<file path="config.mk">
export PLATFORM = sky130hd
export DESIGN_NAME = palette_lut_flat
export DESIGN_NICKNAME = d
export VERILOG_FILES = /design/src/rtl/palette_pkg.sv /design/src/rtl/palette_lut_if.sv /design/src/rtl/palette_ram.sv /design/src/rtl/palette_lut.sv /design/src/flat_wrapper.sv
export SDC_FILE = /design/constraint.sdc
export NUM_CORES = 1
export LEC_CHECK = 0
export CORE_MARGIN = 3
export CORE_UTILIZATION = 58
export DETAILED_ROUTE_END_ITERATION = 10
export GPL_TIMING_DRIVEN = 0
export PLACE_DENSITY = 0.84
export SETUP_SLACK_MARGIN = 0.15
export SLEW_MARGIN = 20
export SYNTH_ARGS = -nofsm -noshare
export SYNTH_HDL_FRONTEND = slang
export SYNTH_SLANG_ARGS = --single-unit
</file>
<file path="constraint.sdc">
create_clock -name clk -period 3.48 [get_ports clk]
set_input_delay 0.87 -clock clk [delete_from_list [all_inputs] [get_ports clk]]
set_output_delay 0.87 -clock clk [all_outputs]
set_load 0.03 [all_outputs]
</file>
<file path="src/rtl/palette_pkg.sv">
// Shared constants and types for the palette lookup: default palette, channel
// slice positions and the 8-bit {R,G,B} colour struct.
package palette_pkg;

  localparam int DEFAULT_DEPTH = 8;

  localparam logic [0:DEFAULT_DEPTH-1][23:0] DEFAULT_PALETTE = {
    24'h000000, 24'h000000, 24'h00821a, 24'h06a300,
    24'h38d979, 24'h75ffd6, 24'h52dea1, 24'h000000
  };

  typedef struct packed {
    logic [7:0] r;
    logic [7:0] g;
    logic [7:0] b;
  } rgb8_t;

  // Channel slice positions inside a {R,G,B} word of 3*ch_w bits.
  function automatic int r_hi(int ch_w); return 3 * ch_w - 1; endfunction
  function automatic int r_lo(int ch_w); return 2 * ch_w;     endfunction
  function automatic int g_hi(int ch_w); return 2 * ch_w - 1; endfunction
  function automatic int g_lo(int ch_w); return ch_w;         endfunction
  function automatic int b_hi(int ch_w); return ch_w - 1;     endfunction
  function automatic int b_lo(int ch_w); return 0 * ch_w;     endfunction

  function automatic logic [23:0] default_entry(int unsigned idx);
    logic [2:0] sel;
    sel = idx[2:0];
    return (idx < DEFAULT_DEPTH) ? DEFAULT_PALETTE[sel] : 24'h000000;
  endfunction

endpackage

</file>
<file path="src/rtl/palette_lut_if.sv">
// Palette write port and pixel stream bundle; master drives pixels and writes,
// slave is the lookup pipeline.
interface palette_lut_if #(
  parameter int IDX_W = 3,
  parameter int CH_W  = 8
);
  logic                wr_en;
  logic [IDX_W-1:0]    wr_addr;
  logic [3*CH_W-1:0]   wr_data;
  logic                pix_valid_in;
  logic [IDX_W-1:0]    pix_idx;
  logic                pix_valid_out;
  logic [3*CH_W-1:0]   color_out;
  logic                transp_out;

  modport master (
    output wr_en, wr_addr, wr_data, pix_valid_in, pix_idx,
    input  pix_valid_out, color_out, transp_out
  );

  modport slave (
    input  wr_en, wr_addr, wr_data, pix_valid_in, pix_idx,
    output pix_valid_out, color_out, transp_out
  );
endinterface

</file>
<file path="src/rtl/palette_ram.sv">
// Palette storage: synchronous write, registered read returning the old entry
// on a same-address write, defaults reloaded on reset.
module palette_ram
  import palette_pkg::*;
#(
  parameter int IDX_W         = 3,
  parameter int W             = 24,
  parameter bit LOAD_DEFAULTS = 1'b1
) (
  input  logic             clk,
  input  logic             rst,
  input  logic             wr_en,
  input  logic [IDX_W-1:0] wr_addr,
  input  logic [W-1:0]     wr_data,
  input  logic [IDX_W-1:0] rd_addr,
  output logic [W-1:0]     rd_data
);
  localparam int DEPTH = 2 ** IDX_W;

  logic [W-1:0] mem [DEPTH];

  // NOTE: the array is reset entry by entry so defaults reload on every reset;
  // this makes it a register file rather than an inferred block RAM.
  always_ff @(posedge clk) begin
    if (rst) begin
      rd_data <= '0;
      for (int i = 0; i < DEPTH; i++) begin
        mem[i] <= LOAD_DEFAULTS ? W'(default_entry(i)) : '0;
      end
    end else begin
      // NOTE: non-blocking assignments give read-before-write ordering for free.
      rd_data <= mem[rd_addr];
      if (wr_en) mem[wr_addr] <= wr_data;
    end
  end

endmodule

</file>
<file path="src/rtl/palette_lut.sv">
// Two-stage palette lookup with index transparency, R/B swap and, when
// PALETTE_FADE_EN is defined, a per-channel right-shift fade.
module palette_lut
  import palette_pkg::*;
#(
  parameter int IDX_W      = 3,
  parameter int CH_W       = 8,
  parameter int TRANSP_IDX = 0
) (
  input  logic              clk,
  input  logic              rst,
  palette_lut_if.slave      bus,
  input  logic              swap_rb,
  input  logic [3*CH_W-1:0] bg_color
`ifdef PALETTE_FADE_EN
  ,
  input  logic [2:0]        fade_shift
`endif
);
  localparam int R_HI = r_hi(CH_W);
  localparam int R_LO = r_lo(CH_W);
  localparam int G_HI = g_hi(CH_W);
  localparam int G_LO = g_lo(CH_W);
  localparam int B_HI = b_hi(CH_W);
  localparam int B_LO = b_lo(CH_W);

  logic [3*CH_W-1:0] s1_entry;
  logic              s1_valid;
  logic              s1_transp;
  logic [3*CH_W-1:0] sel_color;
  logic [3*CH_W-1:0] swap_color;
  logic [3*CH_W-1:0] final_color;

  palette_ram #(
    .IDX_W         (IDX_W),
    .W             (3 * CH_W),
    .LOAD_DEFAULTS (CH_W == 8)
  ) u_ram (
    .clk     (clk),
    .rst     (rst),
    .wr_en   (bus.wr_en),
    .wr_addr (bus.wr_addr),
    .wr_data (bus.wr_data),
    .rd_addr (bus.pix_idx),
    .rd_data (s1_entry)
  );

  always_ff @(posedge clk) begin
    if (rst) begin
      s1_valid  <= 1'b0;
      s1_transp <= 1'b0;
    end else begin
      s1_valid  <= bus.pix_valid_in;
      s1_transp <= (bus.pix_idx == IDX_W'(TRANSP_IDX));
    end
  end

  // NOTE: every always_comb output gets a value on every path, so no latches.
  always_comb begin
    sel_color   = s1_transp ? bg_color : s1_entry;
    swap_color  = swap_rb ? {sel_color[B_HI:B_LO], sel_color[G_HI:G_LO], sel_color[R_HI:R_LO]}
                          : sel_color;
`ifdef PALETTE_FADE_EN
    final_color = {swap_color[R_HI:R_LO] >> fade_shift,
                   swap_color[G_HI:G_LO] >> fade_shift,
                   swap_color[B_HI:B_LO] >> fade_shift};
`else
    final_color = swap_color;
`endif
  end

  // Colour and transparency hold their last value across invalid cycles.
  always_ff @(posedge clk) begin
    if (rst) begin
      bus.pix_valid_out <= 1'b0;
      bus.color_out     <= '0;
      bus.transp_out    <= 1'b0;
    end else begin
      bus.pix_valid_out <= s1_valid;
      if (s1_valid) begin
        bus.color_out  <= final_color;
        bus.transp_out <= s1_transp;
      end
    end
  end

endmodule
</file>
<file path="src/flat_wrapper.sv">
// flat-port wrapper written by rule: the top's interface ports become plain ports
module palette_lut_flat import palette_pkg::*;
#(
  parameter int IDX_W      = 3,
  parameter int CH_W       = 8,
  parameter int TRANSP_IDX = 0
)
  (clk, rst, swap_rb, bg_color, bus_wr_en, bus_wr_addr, bus_wr_data, bus_pix_valid_in, bus_pix_idx, bus_pix_valid_out, bus_color_out, bus_transp_out);
  palette_lut_if #(.IDX_W(IDX_W), .CH_W(CH_W)) bus_i ();
  input  logic clk;
  input  logic rst;
  input  logic swap_rb;
  input  logic [3*CH_W-1:0] bg_color;
  input wire logic [$bits(bus_i.wr_en)-1:0] bus_wr_en;
  input wire logic [$bits(bus_i.wr_addr)-1:0] bus_wr_addr;
  input wire logic [$bits(bus_i.wr_data)-1:0] bus_wr_data;
  input wire logic [$bits(bus_i.pix_valid_in)-1:0] bus_pix_valid_in;
  input wire logic [$bits(bus_i.pix_idx)-1:0] bus_pix_idx;
  output wire logic [$bits(bus_i.pix_valid_out)-1:0] bus_pix_valid_out;
  output wire logic [$bits(bus_i.color_out)-1:0] bus_color_out;
  output wire logic [$bits(bus_i.transp_out)-1:0] bus_transp_out;
  assign bus_i.wr_en = bus_wr_en;
  assign bus_i.wr_addr = bus_wr_addr;
  assign bus_i.wr_data = bus_wr_data;
  assign bus_i.pix_valid_in = bus_pix_valid_in;
  assign bus_i.pix_idx = bus_pix_idx;
  assign bus_pix_valid_out = bus_i.pix_valid_out;
  assign bus_color_out = bus_i.color_out;
  assign bus_transp_out = bus_i.transp_out;
  palette_lut #(.IDX_W(IDX_W), .CH_W(CH_W), .TRANSP_IDX(TRANSP_IDX)) u_core (.clk(clk), .rst(rst), .bus(bus_i), .swap_rb(swap_rb), .bg_color(bg_color));
endmodule
</file>
==> metrics list <==
* Layout net count: approximately 870
* Area of the core: about 17,000 um^2
* Final Max Tran Viols: 0
- WL final: around 28 mm
* Max H-tree Level: 1
- The count of buffers added on input and output ports is ~80.
* Worst setup slack after layout: ~0.35 ns
* Period Utilization, post-route: about nine tenths
* Timing startpoint of the critical path: rst
- 85 I/O pins were placed.
* Leak: 4.13 nW
- Synthesis produced a netlist whose cell count is 704.
* Final standard cell count with taps included and fillers excluded: about 1,100
- In this run the remaining antenna-violating nets after routing total 0.
- Syn Std Cell Area: about 10,000 um^2
* Setup repair after global routing missed its margin: no
* Count of endpoints failing hold in the final timing report: 0
- Most area-consuming cells after synthesis: edfxtp_1, mux4_2, dfxtp_1
- Startpoint of the worst register-to-register path: u_core.s1_transp$_SDFF_PP0_
- The run finished, with violations left.
- Reg2reg path depth: 4
- Diode insertion count for antenna repair: 0
- In this run, synthesis inferred 192 flip-flops with an integrated enable.
* Worst min path class: reg -> reg
* Number of cells on the critical path: 6
* Worst R2R Setup Slack: ~1.9 ns
- Transition at the pin with the smallest max-transition slack: roughly 0.84 ns
- Synth unique cells: 30
- Clock latency on the worst-skew pair, taken at its later pin, is between 0.5 and 0.6 ns.
- Total power of the final layout: 6.62 mW
* Net Count, Synth: around 760
- The largest individual stage delay along the critical path comes from the cell o21bai_4.
- The worst setup path is launched from an input pin.
* Most Frequent Cell on Critical Path: buf_2
- On the final layout, the worst hold slack is just under 0.5 ns.
- Die extent in y: 140 um
- Stage delay of the slowest cell on the critical path: 0.70 ns
- Walking the worst path, the cells encountered are clkdlybuf4s50_1 > or3b_1 > clkbuf_1 > buf_2 > buf_2 > o21bai_4.
- Detailed-router iteration count before antenna repair: 9
- After clock tree synthesis, the repair step resized 0 gates.
- The post-route netlist has 15.0% of its cells at a drive strength greater than 1.
* Total of flip-flops plus latches after synthesis: between 200 and 250
- Critical Path End: u_core.u_ram.mem[0][12]$_SDFFCE_PN0P_
- In this run, CTS created clock tree buffers numbering 25.
- Clock Tree Buf Depth: 3
- In this run the worst path has a maximum fanout of 24.
* Buffer type at the clock tree root: clkbuf_16
* Drt wl/cell: 26.2 um
- The first global-routing pass estimated 41.8 mm of wire.
- Growth of design area from synthesis to finish: 18.3%
- In the routed design, unresolved DRC markers number 2.
- Proportion of netlist area held by the largest area contributor: between 50% and 60%
* Initial core utilization: 59.8%
- The setup path with the least slack is of type in -> reg.
* Most common cell in the netlist: edfxtp_1
* Most used DFF post-synth: edfxtp_1
- Power density over the cells: between 500 and 600 nW/um^2
* Dpl hpwl: between 15 and 20 mm
- Counting every sink on the clock net gives between 200 and 250.
* Vias in the first global route: roughly 7,100
- Placement-stage worst setup slack: -0.270 ns
* Most numerous cell types in the synthesized netlist: edfxtp_1, nor3_1, mux4_2
* Total number of vias: approximately 7,100
* Crit path max-delay family: buffers and inverters
- Clk slew on worst S/H paths: about 0.050 ns
- Summing the sequential cell areas from Yosys gives between 60% and 70% of the chip area.
- Number of DRC markers in iteration 0: between 700 and 800
* Overflow after GRT: 0
- Total setup buffers inserted after CTS: 0
- Synthesized area per cell: 14.8 um^2
- The largest total area in the synthesized netlist belongs to edfxtp_1.
- RePlAce Congestion: between 0.9 and 1
- Counting flops with an async set or reset pin after synthesis yields a share of 0%.
- Max-slew headroom: between 40 and 50%
- Max-cap violations: 0
* Vias per cell: between 6 and 7
- Final core occ: just over 70%
- The floorplan step defined a die boundary enclosing roughly 20,000 um^2.
* CP Buf/Inv Count: 4
- The worst setup path is captured at a flip-flop.
- Setup violations remaining at the end of the flow were counted as 0.
* Die width: between 100 and 150 um
- The initial antenna violation count came to 0.
- Static timing analysis puts the maximum clock frequency at 320 MHz.
- Data arrival time of the critical path: roughly 3.3 ns
* Post-layout minimum cycle time: 3.13 ns
- Clk_skew: 0.0214 ns
* Std-Cell Rows: 48
- The checks that failed: design-rule violations.
- The Yosys step of the flow raised 0 warnings.
* Worst voltage drop across the vdd grid: about 450 uV
- Required time worst endpoint: 3.61 ns
* Hold path startpoint: u_core.bus.color_out[12]$_SDFFE_PP0P_
* Maximum number of pins on one net before global-route repair: 25
- Once placement completed, the tool counted placed cells totaling approximately 1,000.
- CTS tree: built
* FF-to-FF End: u_core.bus.color_out[18]$_SDFFE_PP0P_
* CTS Hold Bufs: 0
- In the global route stage, overall resource usage came out at around 28%.
==> power breakdown <==
group          switching, mW  total (mW)  internal (mW)  leakage (nW)
clock                   1.07        2.54           1.47         0.373
sequential            0.0634        3.39           3.33          2.29
combinational          0.395       0.684          0.289          1.46
total                   1.53        6.62           5.09          4.13
==> area by class of cell <==
class                   instances  area, um^2
plain buffers                  74         347
clock buffers                  36         701
clock inverters                 9        70.1
fillers                      1112        5120
inverters                      24        90.1
multi-input cells             362        3230
flip-flops and latches        244        6810
well taps                     225         282
repair buffers                 82         826
==> sequential cells by signal, indices dropped and copies added (netlist names) <==
| register | count |
|---|---|
| u_core.s1_transp | 1 |
| u_core.bus.pix_valid_out | 1 |
| u_core.bus.color_out | 24 |
| u_core.u_ram.mem | 192 |
| u_core.s1_valid | 1 |
| u_core.bus.transp_out | 1 |
| u_core.u_ram.rd_data | 24 |
==> worst min-delay path by stage <==
stage                                       endpoint  slack, ns  cells after the start
2_1_floorplan  u_core.bus.color_out[10]$_SDFFE_PP0P_       0.51                      2
3_3_place_gp   u_core.bus.color_out[14]$_SDFFE_PP0P_       0.48                      2
3_5_place_dp   u_core.bus.color_out[14]$_SDFFE_PP0P_       0.48                      2
4_1_cts        u_core.bus.color_out[14]$_SDFFE_PP0P_       0.49                      2
5_1_grt        u_core.bus.color_out[14]$_SDFFE_PP0P_       0.52                      2
6_report       u_core.bus.color_out[12]$_SDFFE_PP0P_       0.49                      2
==> cell families (layout without fill, tap and decap cells) <==
| group | count (synthesis) | in the layout | synth area share [%] |
|---|---|---|---|
| buf+inv | 98 | 225 | 4.18 |
| compound gates | 56 | 56 | 4.31 |
| simple gates | 233 | 233 | 11.7 |
| flops | 244 | 244 | 65.1 |
| mux | 73 | 73 | 14.7 |
==> cells in the final DEF, fill, tap and decap left out, types with 16 or more instances in the layout <==
master,count
edfxtp_1,192
nor3_1,138
clkdlybuf4s50_1,81
mux4_2,64
clkbuf_1,57
nand3_1,54
dfxtp_1,52
clkbuf_16,25
a22o_1,24
inv_1,23
a21o_1,17
nor3b_1,16
==> metal layers <==
metal | GRT usage [%] | routed length, um
met1 | 38.7 | 10100
met2 | 45.3 | 13300
met3 | 6.56 | 3480
met4 | 7.75 | 680
met5 | 0 | 0
==> worst reg2reg max path, cell delays in order (launching register included) <==
cell     delay, ns
dfxtp_1       0.30
buf_2         0.21
buf_4         0.26
mux4_2        0.54
a21o_1        0.20
==> metrics by stage <==
stage / area (um^2) / TNS [ns]
final: 12400 / 0
after global routing: 12400 / 0
after CTS: 12300 / 0
after detailed placement: 11600 / -36.20
after global placement: 11500 / -76.50
after floorplan: 10400 / 0
No activity file was read; power rests on OpenSTA's default activity.
